`src/rtl/song_pkg.sv`:
```
// Shared widths, ROM entry field positions and FSM encoding for the song sequencer.
// Each ROM word: [15] reserved, [14:9] note, [8:3] duration, [2:0] reserved.
package song_pkg;

    localparam int NOTE_W = 6;
    localparam int DUR_W  = 6;
    localparam int SONG_W = 2;
    localparam int IDX_W  = 5;

    localparam int NOTE_MSB = 14;
    localparam int NOTE_LSB = 9;
    localparam int DUR_MSB  = 8;
    localparam int DUR_LSB  = 3;

    localparam logic [DUR_W-1:0]  END_DUR   = '0;
    localparam logic [NOTE_W-1:0] REST_NOTE = '0;
    localparam logic [IDX_W-1:0]  LAST_IDX  = '1;

    typedef enum logic [2:0] {
        IDLE,
        ADDR,
        READ,
        PLAY,
        DONE
    } state_t;

endpackage

```
`src/rtl/song_reader_duration_timer.sv`:
```
// Loadable down-counter that times one note in beat ticks.
// expire fires on the counted beat that arrives while the count is 1.
module duration_timer
    import song_pkg::*;
(
    input  logic             clk,
    input  logic             reset_n,
    input  logic             clear,
    input  logic             load,
    input  logic [DUR_W-1:0] load_val,
    input  logic             en,
    output logic             expire
);

    logic [DUR_W-1:0] count;

    // clear (restart) wins over load, load wins over counting
    always_ff @(posedge clk or negedge reset_n) begin
        if (!reset_n) begin
            count <= '0;
        end else if (clear) begin
            count <= '0;
        end else if (load) begin
            count <= load_val;
        end else if (en && (count != '0)) begin
            count <= count - DUR_W'(1);
        end
    end

    assign expire = en && (count == DUR_W'(1));

endmodule

```
`src/rtl/song_reader.sv`:
```
// Sequencer behind song_rom: walks one song slot, decodes note/duration entries
// and holds each note for its duration in counted beats.
module song_reader
    import song_pkg::*;
(
    input  logic                    clk,
    input  logic                    reset_n,
    input  logic                    play,
    input  logic                    restart,
    input  logic [SONG_W-1:0]       song,
    input  logic                    beat,
    output logic [SONG_W+IDX_W-1:0] rom_addr,
    input  logic [15:0]             rom_dout,
    output logic [NOTE_W-1:0]       note,
    output logic                    note_valid,
    output logic                    new_note,
    output logic                    song_done,
    output state_t                  dbg_state
);

    state_t              state;
    state_t              state_nxt;
    logic [SONG_W-1:0]   song_r;
    logic [IDX_W-1:0]    idx;
    logic [NOTE_W-1:0]   rom_note;
    logic [DUR_W-1:0]    rom_dur;
    logic                is_end;
    logic                do_restart;
    logic                start;
    logic                advance;
    logic                load_en;
    logic                count_en;
    logic                expire;
    logic                unused_rom_bits;

    assign rom_note        = rom_dout[NOTE_MSB:NOTE_LSB];
    assign rom_dur         = rom_dout[DUR_MSB:DUR_LSB];
    assign is_end          = (rom_dur == END_DUR);
    assign unused_rom_bits = ^{rom_dout[15], rom_dout[2:0]};
    assign do_restart      = restart && (state != IDLE);
    assign rom_addr        = {song_r, idx};
    assign dbg_state       = state;

    duration_timer u_timer (
        .clk      (clk),
        .reset_n  (reset_n),
        .clear    (do_restart),
        .load     (load_en),
        .load_val (rom_dur),
        .en       (count_en),
        .expire   (expire)
    );

    always_ff @(posedge clk or negedge reset_n) begin
        if (!reset_n) begin
            state <= IDLE;
        end else begin
            state <= state_nxt;
        end
    end

    always_comb begin
        state_nxt = state;
        if (do_restart) begin
            state_nxt = ADDR;
        end else begin
            case (state)
                IDLE: if (play) state_nxt = ADDR;
                ADDR: state_nxt = READ;
                READ: state_nxt = is_end ? DONE : PLAY;
                PLAY: if (expire) state_nxt = (idx == LAST_IDX) ? DONE : ADDR;
                DONE: if (!play) state_nxt = IDLE;
                default: state_nxt = IDLE;
            endcase
        end
    end

    // Restart pre-empts any beat or load in the same cycle.
    always_comb begin
        note_valid = (state == PLAY) && play;
        start      = (state == IDLE) && play;
        load_en    = (state == READ) && !is_end && !do_restart;
        count_en   = (state == PLAY) && beat && play && !do_restart;
        advance    = (state == PLAY) && expire && (idx != LAST_IDX) && !do_restart;
    end

    always_ff @(posedge clk or negedge reset_n) begin
        if (!reset_n) begin
            song_r    <= '0;
            idx       <= '0;
            note      <= REST_NOTE;
            new_note  <= 1'b0;
            song_done <= 1'b0;
        end else begin
            new_note  <= load_en;
            song_done <= (state_nxt == DONE) && (state != DONE);

            if (do_restart || start) begin
                song_r <= song;
                idx    <= '0;
            end else if (advance) begin
                idx <= idx + IDX_W'(1);
            end

            // note holds through ADDR/READ of the next entry; cleared on restart or finish
            if (do_restart || ((state_nxt == DONE) && (state != DONE))) begin
                note <= REST_NOTE;
            end else if (load_en) begin
                note <= rom_note;
            end
        end
    end

endmodule

```
`config.mk`:
```
export PLATFORM = sky130hd
export DESIGN_NAME = song_reader
export DESIGN_NICKNAME = d
export VERILOG_FILES = /design/src/rtl/song_pkg.sv /design/src/rtl/song_reader_duration_timer.sv /design/src/rtl/song_reader.sv
export SDC_FILE = /design/constraint.sdc
export NUM_CORES = 1
export LEC_CHECK = 0
export ABC_AREA = 0
export BUFFER_PORTS_ARGS = -buffer_cell sky130_fd_sc_hd__buf_2
export CORE_MARGIN = 2
export CORE_UTILIZATION = 25
export CTS_CLUSTER_SIZE = 30
export DETAILED_ROUTE_END_ITERATION = 6
export GPL_ROUTABILITY_DRIVEN = 0
export PLACE_DENSITY = 0.42
export SLEW_MARGIN = 20
export SYNTH_ARGS = -nofsm -noshare
export SYNTH_HDL_FRONTEND = slang
export SYNTH_SLANG_ARGS = --single-unit
```
`constraint.sdc`:
```
create_clock -name clk -period 2.9 [get_ports clk]
set_input_delay 0.145 -clock clk [delete_from_list [all_inputs] [get_ports clk]]
set_output_delay 0.145 -clock clk [all_outputs]
set_load 0.02 [all_outputs]
```
==> qor.csv <==
metric,value,unit
Post-Synthesis Cell Area,0.001459,sq mm
final instance area,0.001747,sq mm
TritonRoute pass-1 iters,4,
commonest register cell after synthesis,dfrtp_1,
Synth cell types,42,
fmax,490.6,MHz
hpwl dp,2707,um
register area share after synthesis,0.4117,
sequential share of power,0.360,
starting density of the core,0.2617,
number of synthesized register bits,24,
Post-Route Setup TNS,0,ps
WHS Path Cells,2,
simple-gate area share of the yosys netlist,0.2384,
vias in the first global route,1149,
Post-Synth XOR/XNOR Area,0.03002,
mux share of post-synthesis cell area,0.06346,
"Hold Violations, Final",0,
final antenna diode count,0,
"area leader, netlist",dfrtp_1,
clock sink count,24,
Ys Warns,0,
switching power,0.5978,mW
grt total ovfl,0,
initial drt markers,139,
R2R depth,7,
pin count of the biggest net entering global routing,25,
Rows,27,
skew final,2.977,ps
Internal Power,0.8792,mW
htree depth,1,
clock transition at the registers of the reported paths,90,ps
Post-DP Area,0.001665,sq mm
die area,0.006463,sq mm
Critical Path RT,3050,ps
"Setup violations, final",0,
postcts setup bufs,0,
Mapped Avg Cell Area,10.65,sq um
CTS root buf,clkbuf_8,
max cap viols,0,
PnR worst setup slack,861.7,ps
arrival time worst endpoint,2190,ps
Comb pwr share,0.436,
Die Ht,80.39,um
Switching Share,0.4047,
Worst Hold Class,input port to flip-flop,
worst hold slack,95.02,ps
clock power share,0.204,
io pins,42,
post-route ant nets,0,
global route hottest layer,met2,
Register Area,600.6,sq um
CP Class,flip-flop to flip-flop,
worst skew pair latency,270,ps
"Net Count, Synth",165,
Crit. End Element,flip-flop,
Core ar.,0.005574,sq mm
post-DR vias/cell,4.743,
final wirelength,3447,um
Layout Cells excl Fill,245,
routed len/inst,14.07,um
fin nets,202,
Layout area overhead,19.73,%
layout cells sized above 1,0.3584,
R2R Setup Slk,860,ps
GR Layer Usage met2,0.1900,
area of the multi-input gates,778.2,sq um
PnR Total Power,1.477,mW
Global Route met3 Usage,0.02472,
Layout Utilization,0.3134,
actual slew at the worst max-slew pin,633.5,ps
Synth async-reset ratio,1.000,
RSZ-0062 raised after global routing,false,
first-pass GRT wire length,5595,um
outcome,"finished, final reports clean",
Lkg Pwr,0.8451,nW
synthesized-area fraction occupied by adder cells,0.04288,
relative slew slack,0.5765,
compound-cell area share of the yosys netlist,0.1587,
initial antenna violation count,0,
cells after synthesis,137,
DR DRC count,0,
worst-path fanout max,4,
clock buffer count from CTS,3,
share of the clock period used by the worst path,0.7029,
"Slew Viols, Final",0,
pwr dens,845.6,mW/mm^2
Setup WS pre-CTS,904.6,ps
fillers,592,
Vias,1162,
Total Routing Usage GR,0.1126,
Synth top area share,0.4117,
dpl cells,240,
maximum vdd ir drop,282.4,uV
CTS tree,yes,
Die W,80.39,um
largest cells by area after synthesis,"dfrtp_1, mux2i_1, nor2_1",
main combinational cell family by area after synthesis,simple AND/OR/NAND/NOR gates,
clk buf depth,2,
met1 GRT Util,0.1469,
Worst setup SP type,flip-flop,
Post-synth EDFFs,0,
min cycle time layout,2038,ps
Port Buf Inserts,37,
## cell families after synthesis
family	Yosys count
buffers and inverters	9
adder cells (fa/ha/maj)	5
flip-flops	24
XOR/XNOR	5
AND/OR/NAND/NOR	55
multiplexers	9
AO/OA/AOI/OAI	30
## flip-flops by register name, indices dropped and copies added, names as in the netlist
signal / flops
idx: 5
song_done: 1
dbg_state: 3
note: 6
new_note: 1
u_timer.count: 6
song_r: 2
## power groups by stage
stage | logic, mW | clock network, mW | registers (mW)
floorplan | 0.468 | 0 | 0.567
global placement | 0.633 | 0 | 0.534
detailed placement | 0.644 | 0 | 0.537
CTS | 0.647 | 0.310 | 0.531
global route | 0.704 | 0.325 | 0.547
finish | 0.644 | 0.302 | 0.532
## cells in the mapped netlist, types with 2 or more instances
| library cell | n |
|---|---|
| nor2_1 | 17 |
| inv_1 | 3 |
| a211oi_1 | 3 |
| mux2i_1 | 7 |
| a22o_1 | 2 |
| a21oi_1 | 10 |
| a21o_1 | 2 |
| and3_1 | 2 |
| clkbuf_8 | 3 |
| nor3_1 | 8 |
| or2_2 | 2 |
| dfrtp_1 | 24 |
| buf_6 | 2 |
| ha_1 | 5 |
| nor3_2 | 6 |
| mux2_2 | 2 |
| xnor2_1 | 5 |
| o21ai_0 | 4 |
| nand3_1 | 2 |
| nand2_1 | 6 |
## cell type report
| class | instances | share of cell area |
|---|---|---|
| Clock buffer | 3 | 0.02364 |
| Clock inverter | 1 | 0.01719 |
| Timing Repair Buffer | 38 | 0.1117 |
| Inverter | 3 | 0.006447 |
| Multi-Input combinational cell | 104 | 0.4456 |
| Sequential cell | 24 | 0.3438 |
| Tap cell | 72 | 0.05158 |
## what timing repair did
item,4_1_cts,5_1_grt
gates resized for setup,0,0
hold buffers,1,0
endpoints found under the hold margin,24,0
## layout by cell type, fill, tap and decap left out, types with 2 or more instances in the layout
cell,instances
a211oi_1,3
a21o_1,2
a21oi_1,10
a22o_1,2
and3_1,2
buf_2,37
clkbuf_8,3
dfrtp_1,24
ha_1,5
inv_1,3
mux2_2,2
mux2i_1,7
nand2_1,6
nand3_1,2
nor2_1,17
nor3_1,8
nor3_2,6
o21ai_0,4
or2_2,2
xnor2_1,5
## final timing paths
| path | start | endpoint |
|---|---|---|
| hold reg to reg | song_r[0] | song_r[0] |
| hold / removal | song[0] | song_r[0] |
| setup / recovery | u_timer.count[0] | u_timer.count[3] |
| min in group asynchronous | reset_n | new_note |
| setup reg to reg | u_timer.count[0] | u_timer.count[3] |
| max in group asynchronous | reset_n | idx[4] |
## per-layer routing
layer / wire length, um / share of wire / up-vias
met5: 0 / 0 / -
met4: 23 / 0.0067 / 0
met3: 119 / 0.035 / 2
met2: 1712 / 0.50 / 23
met1: 1592 / 0.46 / 566
li1: - / - / 571
## critical path, cell delays in order (launching register included)
cell and delay, ps:
dfrtp_1 420, inv_1 130, ha_1 160, or4b_1 470, o211ai_2 260, o21ai_0 220, a21oi_1 180, a311oi_1 70
(Power assumes the default switching activity.)
